## src/rtl/uart_receive.sv

```systemverilog
// 8N1 UART receiver: synchronises RXD, validates the start bit at mid-bit, samples 8 data bits LSB-first
// and checks the stop bit, emitting one-cycle DATA_READY / FRAME_ERR strobes.
module uart_receive #(
  parameter int unsigned CLKS_PER_BIT = 434,
  parameter int unsigned CNT_W        = 16
) (
  input  logic       CLK,
  input  logic       RST,
  input  logic       RXD,
  output logic [7:0] DATA,
  output logic       DATA_READY,
  output logic       FRAME_ERR,
  output logic       IDLE
);

  localparam logic [CNT_W-1:0] HALF = CNT_W'((CLKS_PER_BIT - 1) / 2);
  localparam logic [CNT_W-1:0] LAST = CNT_W'(CLKS_PER_BIT - 1);

  typedef enum logic [2:0] {
    S_IDLE,
    S_START,
    S_DATA,
    S_STOP,
    S_WAIT_HIGH
  } state_t;

  logic             rxd_m;
  logic             rxd_s;
  state_t           state;
  state_t           state_nxt;
  logic [CNT_W-1:0] cnt;
  logic [CNT_W-1:0] cnt_nxt;
  logic [2:0]       bit_idx;
  logic [2:0]       bit_idx_nxt;
  logic [7:0]       shreg;
  logic [7:0]       shreg_nxt;
  logic [7:0]       data_nxt;
  logic             ready_nxt;
  logic             ferr_nxt;
  logic             idle_nxt;

  // Two-flop synchroniser; presets to the idle-high line level.
  always_ff @(posedge CLK) begin
    if (!RST) begin
      rxd_m <= 1'b1;
      rxd_s <= 1'b1;
    end else begin
      rxd_m <= RXD;
      rxd_s <= rxd_m;
    end
  end

  // State, datapath and output registers.
  always_ff @(posedge CLK) begin
    if (!RST) begin
      state      <= S_IDLE;
      cnt        <= '0;
      bit_idx    <= 3'd0;
      shreg      <= 8'h00;
      DATA       <= 8'h00;
      DATA_READY <= 1'b0;
      FRAME_ERR  <= 1'b0;
      IDLE       <= 1'b1;
    end else begin
      state      <= state_nxt;
      cnt        <= cnt_nxt;
      bit_idx    <= bit_idx_nxt;
      shreg      <= shreg_nxt;
      DATA       <= data_nxt;
      DATA_READY <= ready_nxt;
      FRAME_ERR  <= ferr_nxt;
      IDLE       <= idle_nxt;
    end
  end

  // Next-state and datapath logic.
  always_comb begin
    state_nxt   = state;
    cnt_nxt     = cnt;
    bit_idx_nxt = bit_idx;
    shreg_nxt   = shreg;
    case (state)
      S_IDLE: begin
        cnt_nxt     = '0;
        bit_idx_nxt = 3'd0;
        if (!rxd_s) state_nxt = S_START;
      end
      S_START: begin
        if (cnt == HALF) begin
          cnt_nxt     = '0;
          bit_idx_nxt = 3'd0;
          // A start bit that is no longer low at mid-bit is treated as a glitch.
          state_nxt   = rxd_s ? S_IDLE : S_DATA;
        end else begin
          cnt_nxt = cnt + CNT_W'(1);
        end
      end
      S_DATA: begin
        if (cnt == LAST) begin
          cnt_nxt     = '0;
          shreg_nxt   = {rxd_s, shreg[7:1]};
          bit_idx_nxt = bit_idx + 3'd1;
          if (bit_idx == 3'd7) state_nxt = S_STOP;
        end else begin
          cnt_nxt = cnt + CNT_W'(1);
        end
      end
      S_STOP: begin
        if (cnt == LAST) begin
          cnt_nxt   = '0;
          state_nxt = rxd_s ? S_IDLE : S_WAIT_HIGH;
        end else begin
          cnt_nxt = cnt + CNT_W'(1);
        end
      end
      S_WAIT_HIGH: begin
        if (rxd_s) state_nxt = S_IDLE;
      end
      default: state_nxt = S_IDLE;
    endcase
  end

  // Output logic: strobes fire only on the stop-bit sample.
  always_comb begin
    data_nxt  = DATA;
    ready_nxt = 1'b0;
    ferr_nxt  = 1'b0;
    idle_nxt  = (state_nxt == S_IDLE);
    if (state == S_STOP && cnt == LAST) begin
      if (rxd_s) begin
        data_nxt  = shreg;
        ready_nxt = 1'b1;
      end else begin
        ferr_nxt = 1'b1;
      end
    end
  end

endmodule

```

## config.mk

```make
export PLATFORM = sky130hd
export DESIGN_NAME = uart_receive
export DESIGN_NICKNAME = d
export VERILOG_FILES = /design/src/rtl/uart_receive.sv
export SDC_FILE = /design/constraint.sdc
export NUM_CORES = 1
export LEC_CHECK = 0
export CAP_MARGIN = 25
export CELL_PAD_IN_SITES_DETAIL_PLACEMENT = 1
export CELL_PAD_IN_SITES_GLOBAL_PLACEMENT = 2
export CORE_ASPECT_RATIO = 0.9
export CORE_MARGIN = 2
export CORE_UTILIZATION = 33
export DETAILED_ROUTE_END_ITERATION = 16
export PLACE_DENSITY_LB_ADDON = 0.1
export SLEW_MARGIN = 10
export SYNTH_ARGS = -nofsm -noshare
export SYNTH_HDL_FRONTEND = slang
export SYNTH_SLANG_ARGS = --single-unit
```

## constraint.sdc

```tcl
create_clock -name CLK -period 1.74 [get_ports CLK]
set_input_delay 0.348 -clock CLK [delete_from_list [all_inputs] [get_ports CLK]]
set_output_delay 0.348 -clock CLK [all_outputs]
set_load 0.02 [all_outputs]
```

==> results.py, run 1 <==
metrics = {
    "clock_network": {
        "cts_sinks": 43,
        "numCtsBuffers": 5,
        "path_clk_slew_ns": 0.09,
        "cts_max_level": 2,
        "clk_latency_ns": 0.30,
        "clock_path_buffers": 2,
        "cts_tree": "yes",
        "cts_root_buffer": "clkbuf_8",
    },
    "global_route": {
        "grt_pass1_wl_mm": 9.98,
        "grt_pass1_vias": 2039,
        "antenna_found_initial": 0,
        "gr-usage-all-layers": 0.187,
        "grt_max_degree": 21,
        "overflow": 0,
    },
    "final_layout": {
        "syn2layout_area_growth_pct": 44.2,
        "design_area_um2": 2960,
        "drive_gt1_frac": 0.377,
        "num-nets-final": 296,
        "nFillCells": 690,
        "fin_cells": 361,
        "num_antenna_cells": 0,
    },
    "drt": {
        "post_drt_wl_per_cell_um": 16.9,
        "viasPerCell": 5.34,
        "drt-initial-drc-count": 84,
        "routed_wl_mm": 6.09,
        "drtAntennaViolNets": 0,
        "drc": 0,
        "vias": 1927,
        "firstDrtPassIters": 4,
    },
    "power_and_ir_drop": {
        "p_int_uw": 1450,
        "p_seq_frac": 0.525,
        "p_sw_frac": 0.228,
        "pwr-share-comb": 0.048,
        "pwr-share-clk": 0.427,
        "ir_drop_mv": 0.332,
        "leakagePower_uw": 0.00115,
        "totalPowerFinal_uw": 1880,
        "p_sw_uw": 429,
        "p_per_area_nw_per_um2": 635,
    },
    "logic_synthesis": {
        "seq_area_frac_synth": 0.419,
        "synth_edf_count": 0,
        "synth_ff_type": "dfxtp_1",
        "avgSynthCellArea_um2": 9.14,
        "synth_top_area_cell": "dfxtp_1",
        "synth_compound_area_frac": 0.0895,
        "yosys_warnings": 0,
        "synth-adder-area-share": 0.0304,
        "syn-num-nets": 233,
        "synth_top_area_share": 0.419,
        "synth_cell_types": 50,
        "synth-xor-area-share": 0.0341,
        "muxShareOfSynthArea": 0.0828,
        "netlist_area_um2": 2060,
        "synthCells": 225,
        "synth_top_family_by_area": "simple AND/OR/NAND/NOR gates",
        "netlist_top_cells_area": "dfxtp_1, mux2i_1, nor2_1",
        "ys_seq_elements": 43,
        "async_reset_ff_frac": 0,
        "yosys.area_share.simple": 0.306,
    },
    "die": {
        "ios": 14,
        "fp-row-count": 27,
        "die-area_um2": 6880,
        "die_w_um": 87.2,
        "fp.dieH_um": 78.9,
        "core-area_um2": 6080,
        "start_util": 0.338,
    },
    "timing": {
        "finClkSkew_ns": 0.0111,
        "slew_headroom": 0.742,
        "finalWorstSetupSlack_ns": -0.150,
        "final_max_slew_viol_count": 0,
        "tns_ns": -3.73,
        "fmax_mhz": 529,
        "hold_viol": 0,
        "worst_slew_pin_slew_ns": 0.383,
        "min_period_ns": 1.89,
        "rsz0062_at_grt": "yes",
        "fin_crit_sh": 1.09,
        "finalSetupViolCount": 35,
        "hold_slack_ns": 0.419,
    },
    "worst_setup_path": {
        "worst_ep_arrival_time_ns": 2.09,
        "crit_path_cell_trace": "nor4_4 > buf_4 > nand4_4 > buf_6 > a32oi_4 > buf_6 > o21ai_2 > a21o_1",
        "rr_worst_depth": 8,
        "crit_type": "flop to flop",
        "cpLargestDelayFamily": "buffers and inverters",
        "cp-start-kind": "flop",
        "cp_num_buf_inv": 3,
        "rr_endpoint": "cnt[12]",
        "critPathMaxStageDelay_ns": 0.37,
        "reg2reg_slack_ns": -0.15,
        "startpoint": "cnt[2]",
        "cp.required_ns": 1.94,
        "end_kind": "flop",
        "path_max_fanout": 8,
        "crit_end": "cnt[12]",
        "crit_cells": 8,
        "cp_common_cell": "buf_6",
        "critPathSlowestCell": "dfxtp_4",
        "r2r_start": "cnt[2]",
    },
    "outcome": {
        "status": "finished, violations left",
        "violations": "negative setup slack",
    },
    "place": {
        "gp_congestion": 0.788,
        "dp_hpwl_mm": 4.38,
        "post-place-cells": 345,
        "place_area_um2": 2630,
        "port_buffers": 13,
    },
    "flow_run": {
        "drv_cap": 0,
    },
    "hold_path": {
        "hp-class": "flop to flop",
    },
}
==> cell usage after synthesis, types with 2 or more instances <==
| master | n |
|---|---|
| dfxtp_1 | 43 |
| nor2_1 | 33 |
| nand2_1 | 18 |
| mux2i_1 | 17 |
| clkbuf_1 | 9 |
| nand3_1 | 9 |
| inv_1 | 8 |
| ha_1 | 5 |
| nand4_1 | 5 |
| nor3_1 | 5 |
| a21oi_1 | 4 |
| nand2b_1 | 4 |
| nand4b_1 | 4 |
| xnor2_1 | 4 |
| xor2_1 | 4 |
| a22o_1 | 3 |
| and3_1 | 3 |
| nand3b_1 | 3 |
| or4_1 | 3 |
| a211oi_1 | 2 |
| a21o_1 | 2 |
| nor2b_1 | 2 |
| nor3b_1 | 2 |
| nor4_1 | 2 |
| nor4_2 | 2 |
| o2111ai_1 | 2 |
| o21ai_0 | 2 |
| o31ai_1 | 2 |
| or3_1 | 2 |
==> sequential cells by signal (all words and copies together) (netlist names) <==
name        count
shreg           8
rxd_m           1
bit_idx         3
rxd_s           1
DATA_READY      1
state           3
DATA            8
cnt            16
IDLE            1
FRAME_ERR       1
==> power by group through the flow <==
stage          clock network (uW)  logic (uW)  registers (uW)
2_1_floorplan                   0        37.2            1020
4_1_cts                       825        85.3             990
3_5_place_dp                    0        75.7            1020
3_3_place_gp                    0        71.8            1020
6_report                      802        90.6             988
5_1_grt                       880        98.6             989
==> layout make-up <==
type | instances | area (um^2) | area share
inverter | 8 | 30.0 | 0.0101
clock buffer | 5 | 68.8 | 0.0232
sequential | 43 | 882 | 0.298
multi-input combinational | 162 | 1280 | 0.432
clock inverter | 3 | 43.8 | 0.0148
timing repair buffer | 68 | 569 | 0.192
tap | 72 | 90.1 | 0.0304
==> layout by cell type, fill, tap and decap left out, types with 5 or more instances in the layout <==
cell type / synthesis / layout
buf_4: 1 / 48
buf_6: 0 / 7
clkbuf_8: 0 / 5
clkdlybuf4s50_1: 0 / 13
dfxtp_1: 43 / 32
dfxtp_2: 0 / 8
inv_1: 8 / 8
mux2i_1: 17 / 17
nand2_1: 18 / 17
nand3_1: 9 / 7
nand4_1: 5 / 5
nor2_1: 33 / 29
==> worst min path at each step <==
stage	start	endpoint	slack, ns	cells past startpoint
final	rxd_m	rxd_s	0.42	1
after global routing	rxd_m	rxd_s	0.47	1
after floorplan	rxd_m	rxd_s	0.39	1
after detailed placement	rxd_m	rxd_s	0.40	1
after CTS	rxd_m	rxd_s	0.42	1
after global placement	rxd_m	rxd_s	0.39	1
==> kinds of logic after synthesis <==
kind of cell | after synthesis
AO/OA/AOI/OAI | 24
buffers and inverters | 20
multiplexers | 17
flip-flops | 43
AND/OR/NAND/NOR | 108
adder cells (fa/ha/maj) | 5
XOR/XNOR | 8
==> timing repair <==
item	4_1_cts	5_1_grt
hold buffers	0	0
endpoints found under the setup margin	37	40
gates resized for setup	22	20
pin swaps	25	11
buffers inserted	5	3
hold endpoints to repair	0	0
==> metrics by stage <==
stage / setup WS [ns] / utilization
finish: -0.150 / 0.487
CTS: -0.146 / 0.471
detailed placement: -0.288 / 0.432
global route: -0.260 / 0.487
floorplan: -0.00899 / -
global placement: -0.204 / 0.432
==> per-layer routing <==
layer | wire length [um] | vias to the layer above | track usage | part of all wire
met4 | 84 | 0 | 0.0415 | 0.014
met2 | 3020 | 28 | 0.319 | 0.49
li1 | - | 925 | - | -
met5 | 0 | - | 0 | 0
met1 | 2760 | 962 | 0.237 | 0.45
met3 | 228 | 12 | 0.0489 | 0.037
No activity file was read; power rests on OpenSTA's default activity.
==> run 2: changes to the inputs <==
Settings changed: CAP_MARGIN 25 to 20.
==> results of run 2 <==
No change in the layout: final DEF, timing and power equal those of run 1.
